`src/rtl/dsm_upconv_param.sv`:
```
// ============================================================================
// Module  : dsm_upconv_param
// Brief   : Interpolating up-converter with selectable LO and a 2nd-order
//           delta-sigma modulator driving a 3-level PWM code.
//           Optional macro DSM_LINEAR_INTERP_EN selects linear interpolation.
// Revision: 1.0
// ============================================================================
`default_nettype none

module dsm_upconv_param #(
    parameter int W        = 20,
    parameter int OSR_LOG2 = 2,
    parameter int ACC_W    = W + 4
) (
    input  logic                clock,
    input  logic                reset,
    input  logic                enable,
    input  logic [1:0]          mode,
    input  logic signed [W-1:0] in_data,
    input  logic                in_valid,
    output logic                in_ready,
    output logic [1:0]          pwm,
    output logic                ovf,
    output logic                underrun
);

    localparam logic [1:0] c_MODE_BYP = 2'b00;
    localparam logic [1:0] c_MODE_FS4 = 2'b01;
    localparam logic [1:0] c_MODE_FS2 = 2'b10;
    localparam logic [1:0] c_PWM_ZERO = 2'b00;
    localparam logic [1:0] c_PWM_POS  = 2'b01;
    localparam logic [1:0] c_PWM_NEG  = 2'b10;

    localparam int c_XW = ACC_W + 2;

    localparam logic signed [W-1:0]     c_W_MAX    = {1'b0, {(W-1){1'b1}}};
    localparam logic signed [W-1:0]     c_W_MIN    = {1'b1, {(W-1){1'b0}}};
    localparam logic signed [c_XW-1:0]  c_ACC_MAX  = {3'b000, {(ACC_W-1){1'b1}}};
    localparam logic signed [c_XW-1:0]  c_ACC_MIN  = {3'b111, {(ACC_W-1){1'b0}}};
    localparam logic signed [c_XW-1:0]  c_FB_POS   = c_XW'(1) << (W-1);
    localparam logic signed [c_XW-1:0]  c_FB_NEG   = -c_FB_POS;
    localparam logic signed [ACC_W-1:0] c_Q_POS    = ACC_W'(1) << (W-2);
    localparam logic signed [ACC_W-1:0] c_Q_NEG    = -c_Q_POS;

    logic [OSR_LOG2-1:0] r_phase;
    logic [1:0]          r_lo;
    logic signed [W-1:0] r_cur;
    logic signed [W-1:0] r_interp;
    logic signed [ACC_W-1:0] r_int1;
    logic signed [ACC_W-1:0] r_int2;
    logic [1:0]          r_pwm;
    logic                r_ovf;
    logic                r_underrun;

    logic                    w_boundary;
    logic signed [W-1:0]     w_interp_nxt;
    logic signed [W-1:0]     w_neg;
    logic signed [W-1:0]     w_mix;
    logic signed [c_XW-1:0]  w_fb;
    logic signed [c_XW-1:0]  w_sum1;
    logic signed [c_XW-1:0]  w_sum2;
    logic                    w_clip1;
    logic                    w_clip2;
    logic signed [ACC_W-1:0] w_nxt1;
    logic signed [ACC_W-1:0] w_nxt2;
    logic [1:0]              w_q;

    assign w_boundary = enable && (r_phase == '1);
    assign in_ready   = enable && !reset && (r_phase == '1);
    assign pwm        = enable ? r_pwm : c_PWM_ZERO;
    assign ovf        = r_ovf;
    assign underrun   = r_underrun;

`ifdef DSM_LINEAR_INTERP_EN
    localparam int c_PW = W + OSR_LOG2 + 1;

    logic signed [W-1:0]    r_prev;
    logic signed [c_PW-1:0] w_p;
    logic signed [c_PW-1:0] w_diff;
    logic signed [c_PW-1:0] w_prod;
    logic signed [c_PW-1:0] w_step;

    // Weight runs 1..2^OSR_LOG2 so the boundary slot lands exactly on cur.
    always_comb begin
        w_p          = c_PW'(r_phase) + c_PW'(1);
        w_diff       = c_PW'(r_cur) - c_PW'(r_prev);
        w_prod       = w_diff * w_p;
        w_step       = w_prod >>> OSR_LOG2;
        w_interp_nxt = r_prev + w_step[W-1:0];
    end
`else
    assign w_interp_nxt = r_cur;
`endif

    // LO mixer; negation saturates so -(min) becomes max.
    always_comb begin
        w_neg = (r_interp == c_W_MIN) ? c_W_MAX : -r_interp;
        w_mix = '0;
        case (mode)
            c_MODE_BYP: w_mix = r_interp;
            c_MODE_FS4: begin
                case (r_lo)
                    2'd0:    w_mix = r_interp;
                    2'd2:    w_mix = w_neg;
                    default: w_mix = '0;
                endcase
            end
            c_MODE_FS2: w_mix = r_lo[0] ? w_neg : r_interp;
            default:    w_mix = '0;
        endcase
    end

    always_comb begin
        case (r_pwm)
            c_PWM_POS: w_fb = c_FB_POS;
            c_PWM_NEG: w_fb = c_FB_NEG;
            default:   w_fb = '0;
        endcase
        w_sum1  = c_XW'(r_int1) + c_XW'(w_mix) - w_fb;
        w_sum2  = c_XW'(r_int2) + c_XW'(r_int1) - w_fb;
        w_clip1 = (w_sum1 > c_ACC_MAX) || (w_sum1 < c_ACC_MIN);
        w_clip2 = (w_sum2 > c_ACC_MAX) || (w_sum2 < c_ACC_MIN);
        w_nxt1  = (w_sum1 > c_ACC_MAX) ? c_ACC_MAX[ACC_W-1:0] :
                  (w_sum1 < c_ACC_MIN) ? c_ACC_MIN[ACC_W-1:0] : w_sum1[ACC_W-1:0];
        w_nxt2  = (w_sum2 > c_ACC_MAX) ? c_ACC_MAX[ACC_W-1:0] :
                  (w_sum2 < c_ACC_MIN) ? c_ACC_MIN[ACC_W-1:0] : w_sum2[ACC_W-1:0];
        w_q     = (r_int2 >= c_Q_POS) ? c_PWM_POS :
                  (r_int2 <  c_Q_NEG) ? c_PWM_NEG : c_PWM_ZERO;
    end

    always_ff @(posedge clock) begin
        if (reset) begin
            r_phase    <= '1;
            r_lo       <= '0;
            r_cur      <= '0;
            r_interp   <= '0;
            r_int1     <= '0;
            r_int2     <= '0;
            r_pwm      <= c_PWM_ZERO;
            r_ovf      <= 1'b0;
            r_underrun <= 1'b0;
`ifdef DSM_LINEAR_INTERP_EN
            r_prev     <= '0;
`endif
        end else if (enable) begin
            r_phase  <= r_phase + OSR_LOG2'(1);
            r_lo     <= r_lo + 2'd1;
            r_interp <= w_interp_nxt;
            r_int1   <= w_nxt1;
            r_int2   <= w_nxt2;
            r_pwm    <= w_q;
            if (w_clip1 || w_clip2) begin
                r_ovf <= 1'b1;
            end
            if (w_boundary) begin
`ifdef DSM_LINEAR_INTERP_EN
                r_prev <= r_cur;
`endif
                if (in_valid) begin
                    r_cur <= in_data;
                end else begin
                    r_underrun <= 1'b1;
                end
            end
        end
    end

endmodule

`default_nettype wire

```
`config.mk`:
```
export PLATFORM = sky130hd
export DESIGN_NAME = dsm_upconv_param
export DESIGN_NICKNAME = d
export VERILOG_FILES = /design/src/rtl/dsm_upconv_param.sv
export SDC_FILE = /design/constraint.sdc
export NUM_CORES = 1
export LEC_CHECK = 0
export ABC_AREA = 1
export BUFFER_PORTS_ARGS = -buffer_cell sky130_fd_sc_hd__buf_2
export CELL_PAD_IN_SITES_DETAIL_PLACEMENT = 0
export CELL_PAD_IN_SITES_GLOBAL_PLACEMENT = 1
export CORE_MARGIN = 2
export CORE_UTILIZATION = 49
export CTS_CLUSTER_SIZE = 30
export DETAILED_ROUTE_END_ITERATION = 10
export PLACE_DENSITY_LB_ADDON = 0.1
export SYNTH_ARGS = -nofsm -noshare
export SYNTH_HDL_FRONTEND = slang
export SYNTH_SLANG_ARGS = --single-unit
```
`constraint.sdc`:
```
create_clock -name clock -period 6.19 [get_ports clock]
set_input_delay 0.3095 -clock clock [delete_from_list [all_inputs] [get_ports clock]]
set_output_delay 0.3095 -clock clock [all_outputs]
set_load 0.1 [all_outputs]
```
==> out/metrics.cfg <==
[outcome]
outcome=finished clean

[critical_path]
r2r_cells=24
required_ps=6430
crit_arrival_ps=5180
crit_fanout=22
r2r-start=r_interp[0]
cp-start-kind=flop
worst-r2r-setup-slack_ps=1240
r2r-end=ovf
endpoint_kind=flop
path_class=flop to flop

[finish]
final_common_cell=nand2_1
antenna_cells=0
syn2layout_area_growth_pct=5.77
final_cell_mix=nand2_1 (351), inv_1 (283), o21ai_0 (124)
fin_nets=1580
drive_gt1_share_pct=10.6

[min_path]
hp-class=input port to flop
min_path_cells=2
min-delay-start=in_valid
min_to=underrun

[sta]
relSlewSlack_pct=41.0
finalHoldViolations=0
setup_violations=0
tightest_slew_ps=883
fmax_ghz=0.202
finClkSkew_ps=14.3
fin_tns_setup_ps=0
rsz0062_at_grt=false
final_max_slew_viol_count=0
min_period_ps=4950
finalCritPeriodShare_pct=80.0

[yosys]
synthesis.area_um2=9220
synth_seq_cells=96
syn_inst=1453
syn_area_per_cell_um2=6.34
seq_area_frac_synth_pct=20.8
synth_ff_type=dfxtp_1
synth-async-reset-ratio_pct=0
syn_nets=1580
ys.warnings.count=0
ys_types=46
synth_edf_count=0

[clock_tree]
cts_setup_buffers=0
clk_latency_ps=360
h-tree-depth=3
cts.root.buffer_cell=clkbuf_16
clkSinkCount=96
clock_path_buffers=2
cts_hold_buf=0
postCtsResizedCells=0
cts_inserted_buffers=9
clk_pin_slew_worst_paths_ps=80
cts_tree=built

[global_route]
grt_antenna_before_repair=0
grt-ovfl-total=0
grt_pass1_wl_um=39400
gr-usage-all-layers_pct=24.9
grt_pass1_vias=7591
grt_start_max_net_pins=95

[floorplanning]
dieArea_um2=19900
row_count=50
initial_core_util_pct=49.6
die_y_um=141
core-area_um2=18600
die_x_um=141
io_pins=31

[place]
gp_routability_congestion=0.855
port_buffers=30
dp_hpwl_um=19100

[drt]
post_drt_wl_per_cell_um=14.5
wl_um=24500
detail_route.iter0.violations=549
ant_nets=0
viasPerCell=5.10
dr.pass1.iters=7
vias=8624
drc=0

[job]
max-cap-violations=0

==> worst max-delay path by stage <==
stage	endpoint	cells after the start	start
finish	ovf	24	r_interp[0]
global placement	ovf	23	r_interp[0]
global route	ovf	25	r_interp[0]
CTS	ovf	23	r_interp[0]
floorplan	r_int1[19]	25	r_interp[0]
detailed placement	ovf	23	r_interp[0]
==> routing by layer <==
metal	GRT usage, %	vias to the layer above	routed length [µm]
li1	-	4594	-
met1	36.2	3876	12400
met2	39.8	131	10900
met3	2.41	23	758
met4	6.21	0	392
met5	0	-	0
==> area by class of cell <==
| type | instances | area (µm²) |
|---|---|---|
| clock inverters | 7 | 73.8 |
| fillers | 1964 | 8830 |
| inverters | 292 | 1100 |
| well taps | 234 | 293 |
| flip-flops and latches | 96 | 1920 |
| multi-input cells | 1018 | 5940 |
| repair buffers | 36 | 195 |
| clock buffers | 9 | 225 |
==> worst max-delay path, stage by stage (launching register included) <==
cell	delay, ps
dfxtp_1	340
inv_1	130
ha_1	240
nand3_2	150
nor2_4	180
nand4_1	510
nand4_1	280
nand2_1	70
nand2_1	80
nand2_1	50
nor2_1	410
fa_1	500
inv_1	90
ha_1	310
a21oi_1	190
o21a_1	150
nand2_1	70
a21oi_2	160
nand2_1	90
nand2_1	60
nand2_1	100
nand2_2	350
nand2_1	80
o21ai_0	160
a21oi_1	80
==> cells by family after synthesis <==
group / count (synthesis) / synth area share (%)
compound gates: 323 / 19.9
simple gates: 551 / 25.9
fa+ha+maj: 101 / 14.5
buf+inv: 339 / 14.7
flops: 96 / 20.8
xor+xnor: 43 / 4.09
==> flip-flops by register name (all words and copies together) (netlist names) <==
register and cells:
r_phase 2, r_interp 20, r_int2 24, r_int1 24, underrun 1, ovf 1
r_cur 20, r_pwm 2, r_lo 2
==> synth_stat cells, types with 4 or more instances <==
cell type | number | share of area, %
a211oi_1 | 4 | 0.33
a21oi_1 | 121 | 6.6
a21oi_2 | 43 | 4.1
a31oi_1 | 5 | 0.34
buf_6 | 6 | 0.73
clkbuf_1 | 35 | 1.4
dfxtp_1 | 96 | 21
fa_1 | 10 | 2.2
ha_1 | 91 | 12
inv_1 | 284 | 12
inv_2 | 6 | 0.24
nand2_1 | 351 | 14
nand2_2 | 16 | 1.1
nand3_1 | 33 | 1.8
nand3_2 | 7 | 0.76
nand4_1 | 18 | 1.2
nor2_1 | 84 | 3.4
nor2_2 | 11 | 0.75
nor2_4 | 4 | 0.49
nor3_1 | 13 | 0.71
o21ai_0 | 124 | 6.7
o21ai_1 | 7 | 0.38
o22ai_1 | 7 | 0.48
or2_2 | 6 | 0.41
xnor2_1 | 18 | 1.7
xor2_1 | 25 | 2.4
==> stage by stage <==
step	utilization, %	cell area (µm²)	hold WS [ps]	worst slack [ps]	cells
after floorplan	-	9220	410	2500	1453
after global placement	50.9	9450	440	1310	1676
after detailed placement	50.9	9450	444	1160	1676
after CTS	52.5	9750	135	1120	1692
after global routing	52.5	9750	148	718	1692
final	52.5	9750	146	1240	1692
Power is not shown: default switching activity piles up to over one toggle a cycle in this logic, so the estimate is an artifact.
